`config.mk`:
```
export PLATFORM = sky130hd
export DESIGN_NAME = debug_mem_reader_flat
export DESIGN_NICKNAME = d
export VERILOG_FILES = /design/src/rtl/debug_mem_reader_if.sv /design/src/rtl/debug_mem_reader.sv /design/src/flat_wrapper.sv
export SDC_FILE = /design/constraint.sdc
export NUM_CORES = 1
export LEC_CHECK = 0
export BUFFER_PORTS_ARGS = -buffer_cell sky130_fd_sc_hd__buf_2
export CAP_MARGIN = 20
export CORE_MARGIN = 4
export CORE_UTILIZATION = 41
export DETAILED_ROUTE_END_ITERATION = 12
export HOLD_SLACK_MARGIN = 0.08
export SYNTH_ARGS = -nofsm -noshare
export SYNTH_HDL_FRONTEND = slang
export SYNTH_SLANG_ARGS = --single-unit
```
`constraint.sdc`:
```
create_clock -name clk -period 2.2 [get_ports clk]
set_input_delay 0.44 -clock clk [delete_from_list [all_inputs] [get_ports clk]]
set_output_delay 0.44 -clock clk [all_outputs]
set_load 0.02 [all_outputs]
```
`src/rtl/debug_mem_reader_if.sv`:
```
// Memory debug-read port plus byte stream toward the debug UART TX.
// master = reader side, slave = memory / transmitter side.
interface debug_mem_reader_if #(
    parameter int NB_DATA = 32,
    parameter int NB_ADDR = 8
);
    logic [NB_ADDR-1:0] mem_addr;
    logic [NB_DATA-1:0] mem_data;
    logic [7:0]         tx_data;
    logic               tx_valid;
    logic               tx_ready;

    modport master (
        output mem_addr, tx_data, tx_valid,
        input  mem_data, tx_ready
    );

    modport slave (
        input  mem_addr, tx_data, tx_valid,
        output mem_data, tx_ready
    );
endinterface

```
`src/rtl/debug_mem_reader.sv`:
```
// Halted-pipeline data-memory dump: reads a word window and streams it MSB byte first.
// Optional DBG_MEM_ADDR_TAG_EN prefixes every word with an address tag byte.
module debug_mem_reader #(
    parameter int NB_DATA = 32,
    parameter int NB_ADDR = 8
) (
    input  logic                 clk,
    input  logic                 i_rst_n,
    input  logic                 i_start,
    input  logic                 i_halt,
    input  logic [NB_ADDR-1:0]   i_base_addr,
    input  logic [NB_ADDR:0]     i_count,
    debug_mem_reader_if.master   bus,
    output logic                 o_busy,
    output logic                 o_done,
    output logic                 o_aborted
);
    localparam int BYTES = NB_DATA / 8;
`ifdef DBG_MEM_ADDR_TAG_EN
    localparam int NBYTES = BYTES + 1;
`else
    localparam int NBYTES = BYTES;
`endif
    localparam int NB_IDX = $clog2(NBYTES + 1);

    typedef enum logic [1:0] {IDLE, LOAD, SEND, DONE} state_t;

    state_t               state, state_next;
    logic                 armed;
    logic                 aborted_q;
    logic [NB_ADDR-1:0]   addr;
    logic [NB_ADDR:0]     remaining;
    logic [NB_DATA-1:0]   word;
    logic [NB_IDX-1:0]    idx;
    logic                 accept;
    logic                 hs;
    logic                 last_byte;
    logic                 data_byte;

    // Accepted start only arms the walk; the FSM leaves IDLE on the following edge.
    assign accept    = (state == IDLE) && !armed && i_start && i_halt;
    assign hs        = (state == SEND) && bus.tx_ready;
    assign last_byte = (idx == NB_IDX'(NBYTES - 1));
`ifdef DBG_MEM_ADDR_TAG_EN
    assign data_byte = (idx != '0);
`else
    assign data_byte = 1'b1;
`endif

    always_ff @(posedge clk or negedge i_rst_n) begin
        if (!i_rst_n) state <= IDLE;
        else          state <= state_next;
    end

    always_comb begin
        state_next = state;
        case (state)
            IDLE: if (armed) state_next = (remaining == '0) ? DONE : LOAD;
            LOAD: state_next = i_halt ? SEND : IDLE;
            SEND: if (hs && last_byte)
                      state_next = (remaining == (NB_ADDR+1)'(1)) ? DONE : LOAD;
            DONE: state_next = IDLE;
            default: state_next = IDLE;
        endcase
    end

    always_ff @(posedge clk or negedge i_rst_n) begin
        if (!i_rst_n) begin
            armed     <= 1'b0;
            aborted_q <= 1'b0;
            addr      <= '0;
            remaining <= '0;
            word      <= '0;
            idx       <= '0;
        end else begin
            armed     <= accept;
            aborted_q <= (state == LOAD) && !i_halt;
            if (accept) begin
                addr      <= i_base_addr;
                remaining <= i_count;
            end
            if (state == LOAD && i_halt) begin
                word <= bus.mem_data;
                idx  <= '0;
            end
            if (hs) begin
                idx <= idx + NB_IDX'(1);
                if (data_byte) word <= word << 8;
                if (last_byte) begin
                    remaining <= remaining - (NB_ADDR+1)'(1);
                    if (remaining != (NB_ADDR+1)'(1)) addr <= addr + NB_ADDR'(1);
                end
            end
        end
    end

    always_comb begin
        bus.tx_data = '0;
        if (state == SEND) begin
            if (data_byte) bus.tx_data = word[NB_DATA-1 -: 8];
            else           bus.tx_data = 8'(addr);
        end
    end

    assign bus.mem_addr = addr;
    assign bus.tx_valid = (state == SEND);
    assign o_busy       = (state != IDLE);
    assign o_done       = (state == DONE);
    assign o_aborted    = aborted_q;
endmodule
```
`src/flat_wrapper.sv`:
```
// flat-port wrapper written by rule: the top's interface ports become plain ports
module debug_mem_reader_flat 
#(
    parameter int NB_DATA = 32,
    parameter int NB_ADDR = 8
)
  (clk, i_rst_n, i_start, i_halt, i_base_addr, i_count, o_busy, o_done, o_aborted, bus_mem_addr, bus_tx_data, bus_tx_valid, bus_mem_data, bus_tx_ready);
  debug_mem_reader_if #(.NB_DATA(NB_DATA), .NB_ADDR(NB_ADDR)) bus_i ();
  input  logic clk;
  input  logic i_rst_n;
  input  logic i_start;
  input  logic i_halt;
  input  logic [NB_ADDR-1:0] i_base_addr;
  input  logic [NB_ADDR:0] i_count;
  output logic o_busy;
  output logic o_done;
  output logic o_aborted;
  output wire logic [$bits(bus_i.mem_addr)-1:0] bus_mem_addr;
  output wire logic [$bits(bus_i.tx_data)-1:0] bus_tx_data;
  output wire logic [$bits(bus_i.tx_valid)-1:0] bus_tx_valid;
  input wire logic [$bits(bus_i.mem_data)-1:0] bus_mem_data;
  input wire logic [$bits(bus_i.tx_ready)-1:0] bus_tx_ready;
  assign bus_mem_addr = bus_i.mem_addr;
  assign bus_tx_data = bus_i.tx_data;
  assign bus_tx_valid = bus_i.tx_valid;
  assign bus_i.mem_data = bus_mem_data;
  assign bus_i.tx_ready = bus_tx_ready;
  debug_mem_reader #(.NB_DATA(NB_DATA), .NB_ADDR(NB_ADDR)) u_core (.clk(clk), .i_rst_n(i_rst_n), .i_start(i_start), .i_halt(i_halt), .i_base_addr(i_base_addr), .i_count(i_count), .bus(bus_i), .o_busy(o_busy), .o_done(o_done), .o_aborted(o_aborted));
endmodule
```
; Word level (Yosys, flattened, before mapping)
; Cells that the tools add are included.
[op_classes]
n_reduce_logical = 14
n_mux = 18
n_eq_ne = 8
add_sub_neg = 3
[op_table]
columns = cell, n
row1 = 32-bit two-way mux, 2
row2 = 8-bit two-way mux, 5
row3 = 9-bit two-way mux, 3
row4 = 2-bit two-way mux, 5
row5 = "9-bit by 1-bit == test with 1-bit output, second input constant", 1
row6 = 9-bit logical NOT, 1
row7 = "9-bit by 1-bit inequality test with 1-bit output, second input constant", 1
row8 = "9-bit by 1-bit subtractor with 9-bit output, second input constant", 1
row9 = "8-bit by 1-bit adder with 8-bit output, second input constant", 1
row10 = 2-bit case mux with 4 select lines, 1
row11 = 1-bit logical AND, 7
row12 = 3-bit two-way mux, 2
row13 = "2-bit == test, second input constant", 2
row14 = "2-bit by 1-bit inequality test with 1-bit output, second input constant", 2
row15 = 2-bit nonzero test, 2
row16 = "3-bit by 1-bit adder with 3-bit output, second input constant", 1
row17 = "3-bit by 2-bit == test with 1-bit output, second input constant", 1
row18 = "2-bit by 1-bit == test with 1-bit output, second input constant", 1
row19 = 1-bit logical NOT, 2
row20 = 2-bit logical NOT, 1
row21 = 2-bit AND reduction, 1
[totals]
out_inout_bits = 20
ff_bits = 56
in_bits = 54
elab_cells = 50

; Logic depth before layout (Yosys ltp)
; Gate-level depths: netlist of the first run.
[depth]
depth_word = 8
ltp_mapped = 7
ltp_nobuf = 6

; Worst setup path after synthesis of the first run
; Ideal clock, no wire load.
[synth_timing]
kind = register to register
start = register u_core.remaining[0]
end = register u_core.remaining[8]
stages_incl_launch_ff = 7
setup_ns = 0.137
required_ns = 2.063
arrival_time_ns = 1.695
n_path_buf = 0
setup_slack_ns = 0.368
cell_sequence = dfrtp_1 -> inv_1 -> ha_1 -> or3b_1 -> or3_1 -> o32ai_1 -> a221oi_1
[synth_between]
elab_chain_cells = 3
[synth_lines]
columns = element, line_no
row1 = "start, declared", debug_mem_reader.sv:32  ; logic [NB_ADDR:0] remaining;
row2 = "start signal, assigned", debug_mem_reader.sv:80  ; remaining <= i_count;
row3 = "start signal, assigned", debug_mem_reader.sv:90  ; remaining <= remaining - (NB_ADDR+1)'(1);
row4 = 9-bit by 1-bit subtractor with 9-bit output, debug_mem_reader.sv:90
row5 = 9-bit two-way mux, debug_mem_reader.sv:89  ; if (last_byte) begin
row6 = 9-bit two-way mux, debug_mem_reader.sv:86  ; if (hs) begin
; Every way passes these cells.
; A chain may end at the register's enable or synchronous reset.

; Worst setup path after layout of the first run
; Same ends and word-level chain as after synthesis.

==> results_dict.tcl, run 1 <==
set metrics [dict create \
    status "finished clean" \
    dp_hpwl_mm 4.57 \
    rsz0062_at_grt "no" \
    core-area_mm2 0.00646 \
    gp_congestion 0.786 \
    worstPathCellList "inv_1, ha_1, or3b_1, or3_1, o32ai_1, a221oi_1" \
    critPathMaxFanout 6 \
    viasPerCell 5.42 \
    peakVddDrop_v 0.000440 \
    synth_cell_types 52 \
    critPathLaunchType "flop" \
    hp-class "input pin to asynchronous set/reset pin" \
    cpMaxStageDelayCell "dfrtp_1" \
    end_kind "flop" \
    clock-sinks 56 \
    p_int_w 0.00250 \
    synthArstFlopShare_pct 100 \
    arrival_ns 2.17 \
    synth_top_area_share_pct 50.5 \
    leakagePower_nw 1.68 \
    netlist_top_cells_area "dfrtp_1, nand2_1, a22oi_1" \
    grt_pass1_wl_mm 11.1 \
    syn2layout_area_growth_pct 21.6 \
    ant_nets 0 \
    cts_resized 0 \
    synthMostInstantiatedCell "nand2_1" \
    ys_seq_elements 56 \
    die_h_um 90.2 \
    syn_area_mm2 0.00277 \
    die_w_um 90.2 \
    cts_tree "yes" \
    whs_ns 0.0980 \
    dieArea_mm2 0.00814 \
    portBuffers 73 \
    clock_latency_ns 0.31 \
    p_comb_share_pct 36.6 \
    track_usage_pct 16.5 \
    clockBufferDepth 2 \
    clockPowerShare_pct 17.2 \
    p_sw_w 0.00157 \
    critPathKind "flop to flop" \
    fin_nets 421 \
    post_cts_buffers 0 \
    start_util_pct 42.9 \
    routed_wl_mm 6.65 \
    maxSlewHeadroom_pct 69.5 \
    fin_skew_ns 0.00528 \
    yosysSeqAreaShare_pct 50.5 \
    diodes 0 \
    maxCapViolations 0 \
    utilization_pct 52.2 \
    setup-tns-final_ns 0 \
    grt_max_degree 57 \
    first_iter_violations 114 \
    synth_area_leader_cell "dfrtp_1" \
    root_buffer "clkbuf_8" \
    placed_area_mm2 0.00325 \
    cts-buffers-inserted 5 \
    top_level_ports 74 \
    cts_max_level 2 \
    required_ns 2.39 \
    wl_per_cell_um 15.2 \
    grt_pass1_vias 2236 \
    period_share_pct 90.0 \
    synth-edff-count 0 \
    antenna_found_initial 0 \
    cts.clk_slew.worst_paths_ns 0.11 \
    worst_slack_ns 0.219 \
    hold_viol 0 \
    p_seq_share_pct 46.2 \
    critical-path-max-stage-delay_ns 0.46 \
    syn_area_per_cell_um2 9.66 \
    synth_commonest_cells "nand2_1, dfrtp_1, a22oi_1, nor3_1, nor2_1" \
    synth_nets 347 \
    syn-instance-count 287 \
    ys.flop_type "dfrtp_1" \
    ctsHoldBuffers 0 \
    design_area_mm2 0.00337 \
    pre_cts_slack_ns 0.256 \
    via_count 2380 \
    ys.warnings.count 0 \
    fp-row-count 29 \
    switching_share_pct 38.5 \
    finalCriticalPeriod_ns 1.98 \
    powerDensity_mw_per_mm2 1210 \
    setup_viol_count_final 0 \
    drive_gt1_share_pct 29.6 \
    overflow 0 \
    dr.pass1.iters 5 \
    slew_violations 0 \
    max_freq_mhz 505 \
    worstMarginPinSlew_ns 0.454 \
    drcViolationCount 0 \
]
## placed cells by master, fill, tap and decap left out, drive strengths merged, types with 2 or more instances in the layout
master and n:
and3 2, a211oi 2, ha 6, nor3 15, o221a 5, and2 9, nand4 4, a22o 9
a22oi 24, buf 85, o21ai 5, a21oi 13, nand2 61, nor2 14, o32ai 2, dfrtp 56
clkbuf 6, o21bai 2, and3b 2, nand3 7, a31o 3, or4 2, inv 7
## sequential cells by signal (all words and copies together), names as in the netlist
signal	count
u_core.armed	1
u_core.bus.mem_addr	8
u_core.idx	3
u_core.o_aborted	1
u_core.remaining	9
u_core.state	2
u_core.word	32
## logic make-up (layout without fill, tap and decap cells)
logic type	Yosys count	after routing	share of synthesized area, %
simple gates	127	127	22.6
compound gates	73	73	19.9
flops	56	56	50.5
buf+inv	24	99	3.88
fa+ha+maj	6	6	2.71
mux	1	1	0.361
## routing by layer
layer | GRT usage (%) | vias to the layer above | routed length (um)
li1 | - | 1185 | -
met1 | 24.1 | 1124 | 3190
met2 | 24.7 | 62 | 3060
met3 | 3.59 | 9 | 322
met4 | 4.59 | 0 | 80
met5 | 0 | - | 0
## area by class of cell
cell class | instances | area, um^2
tap | 77 | 96.3
inverter | 6 | 22.5
clock inverter | 2 | 38.8
sequential | 56 | 1400
timing repair buffer | 85 | 468
clock buffer | 6 | 72.6
multi-input combinational | 207 | 1270
fill | 617 | 3090
## power groups by stage
stage               sequential (W)  clock [W]  combinational, W
CTS                        0.00188   0.000721           0.00151
detailed placement         0.00190          0           0.00150
floorplan                  0.00188          0           0.00102
finish                     0.00188   0.000700           0.00149
global route               0.00197   0.000766           0.00169
global placement           0.00189          0           0.00148
## path summary, 6_finish.rpt
path                                      from                   to  slack (ns)  depth (start not counted)
max                        u_core.remaining[0]  u_core.remaining[8]        0.22                          6
min                                    i_rst_n  u_core.remaining[4]         0.1                          2
max reg2reg                u_core.remaining[0]  u_core.remaining[8]        0.22                          6
min reg2reg                    u_core.word[24]      u_core.word[24]        0.47                          2
max in group asynchronous              i_rst_n      u_core.word[10]        1.84                          2
min in group clk                        i_halt     u_core.o_aborted        0.32                          2
## through the flow
stage,total power [W],std cells
after floorplan,0.00290,287
after global routing,0.00442,439
after CTS,0.00411,439
after global placement,0.00337,431
after detailed placement,0.00340,431
final,0.00407,439
## worst max-delay path, delay by kind of cell, from the launching register on
family / cells / cell delay, ns
buffers and inverters: 1 / 0.11
DFF: 1 / 0.46
adders and majority gates: 1 / 0.19
AOI/OAI and AO/OA: 2 / 0.36
and+or+nand+nor: 2 / 0.76
Note: power is estimated with default switching activity, not from simulation.
==> run 2: changes to the inputs <==
--- a/config.mk
+++ b/config.mk
@@ -11,6 +11,7 @@
 export CORE_UTILIZATION = 41
 export DETAILED_ROUTE_END_ITERATION = 12
 export HOLD_SLACK_MARGIN = 0.08
+export PLACE_DENSITY = 0.72
 export SYNTH_ARGS = -nofsm -noshare
 export SYNTH_HDL_FRONTEND = slang
 export SYNTH_SLANG_ARGS = --single-unit
==> run 2 against run 1 <==
Against the previous run:
- first-iteration DRC count decreased by 0.88%
- worst hold slack improved by 0.0016 ns
- flip-flop and latch count stayed put
- cell count shrank 0.46%
- worst setup slack lost 0.089 ns
- power is 1.6% lower
- global-route usage barely moved
- utilization is 0.56 points lower
- critical path type is now flop to output pin
==> results_dict.tcl, run 2 (same netlist as run 1, synthesis figures left out) <==
set metrics [dict create \
    required_ns 1.76 \
    nFillCells 634 \
    maxSlewHeadroom_pct 70.1 \
    post_cts_buffers 0 \
    clock_latency_ns 0.32 \
    ant_nets 0 \
    viasPerCell 5.65 \
    whs_ns 0.0996 \
    layout_common_cells "buf_2, nand2_1, dfrtp_1" \
    root_buffer "clkbuf_8" \
    hp-class "input pin to asynchronous set/reset pin" \
    clock-sinks 56 \
    start_util_pct 42.9 \
    core-area_mm2 0.00646 \
    leakagePower_nw 1.66 \
    period_share_pct 94.1 \
    critPathKind "flop to output pin" \
    fin_skew_ns 0.0132 \
    critPathMaxFanout 10 \
    track_usage_pct 16.5 \
    final_common_cell "buf_2" \
    antenna_found_initial 0 \
    drive_gt1_share_pct 29.7 \
    syn2layout_area_growth_pct 20.3 \
    portBuffers 73 \
    die_h_um 90.2 \
    cts_resized 0 \
    gp_congestion 0.867 \
    setup_viol_count_final 0 \
    cts.clk_slew.worst_paths_ns 0.12 \
    die_w_um 90.2 \
    worstMarginPinSlew_ns 0.444 \
    setup-tns-final_ns 0 \
    fp-row-count 29 \
    cts_max_level 2 \
    grt_pass1_wl_mm 11.2 \
    first_iter_violations 113 \
    dieArea_mm2 0.00814 \
    via_count 2470 \
    ctsHoldBuffers 0 \
    grt_pass1_vias 2369 \
    largest_register_ffs 32 \
    routed_wl_mm 6.75 \
    hold_viol 0 \
    critPathLaunchType "flop" \
    powerDensity_mw_per_mm2 1200 \
    overflow 0 \
    top_level_ports 74 \
    end_kind "output pin" \
    clockBufferDepth 2 \
    wl_per_cell_um 15.5 \
    max_freq_mhz 483 \
    fin_nets 419 \
    cts_tree "yes" \
    dr.pass1.iters 5 \
    peakVddDrop_v 0.000491 \
    regMostFlops "u_core.word" \
    power_w 0.00400 \
    dp_hpwl_mm 4.75 \
    finalCriticalPeriod_ns 2.07 \
    cts-buffers-inserted 5 \
    status "finished clean" \
    arrival_ns 1.63 \
    rsz0062_at_grt "no" \
    drcViolationCount 0 \
    diodes 0 \
    slew_violations 0 \
    maxCapViolations 0 \
    grt_max_degree 57 \
]
## run 2: routing by layer
| metal | part of all wire, % | track usage [%] |
|---|---|---|
| met1 | 46 | 22.7 |
| met2 | 48 | 26.4 |
| met3 | 4.5 | 3.26 |
| met4 | 1.5 | 4.72 |
| met5 | 0 | 0 |
## run 2: cell type report
cell class                      count  area (um^2)  share of cell area [%]
Clock buffer                        5         68.8                    2.06
Clock inverter                      3         27.5                   0.826
Inverter                            6         22.5                   0.675
Multi-Input combinational cell    207         1260                    37.9
Sequential cell                    56         1400                    42.1
Tap cell                           77         96.3                    2.89
Timing Repair Buffer               83          453                    13.6
## run 2: power breakdown
part | switching (W) | internal (W) | total [W]
Sequential | 0.000412 | 0.00150 | 0.00191
Combinational | 0.000834 | 0.000650 | 0.00148
Clock | 0.000372 | 0.000235 | 0.000607
## run 2: worst max-delay path, stage by stage (launching register included)
cell     delay (ns)
dfrtp_1        0.42
buf_4          0.17
nor2b_1        0.22
buf_4          0.21
and2_1         0.14
buf_2          0.16
## run 2: per-stage QoR
step	area, um^2	setup slack [ns]	utilization (%)	cells
after floorplan	2770	0.368	-	287
after global placement	3240	0.301	50.1	429
after detailed placement	3240	0.222	50.1	429
after CTS	3330	0.0456	51.6	437
after global routing	3330	0.0231	51.6	437
final	3330	0.130	51.6	437
## run 2: final timing paths
| kind | start | depth (start not counted) | slack (ns) | end |
|---|---|---|---|---|
| setup / recovery | u_core.state[0] | 5 | 0.13 | bus_tx_data[1] |
| hold / removal | i_rst_n | 2 | 0.1 | u_core.armed |
| setup reg to reg | u_core.remaining[0] | 6 | 0.19 | u_core.remaining[8] |
| hold reg to reg | u_core.word[30] | 2 | 0.47 | u_core.word[30] |
| max in group asynchronous | i_rst_n | 2 | 1.84 | u_core.word[26] |
| min in group clk | i_halt | 2 | 0.32 | u_core.o_aborted |
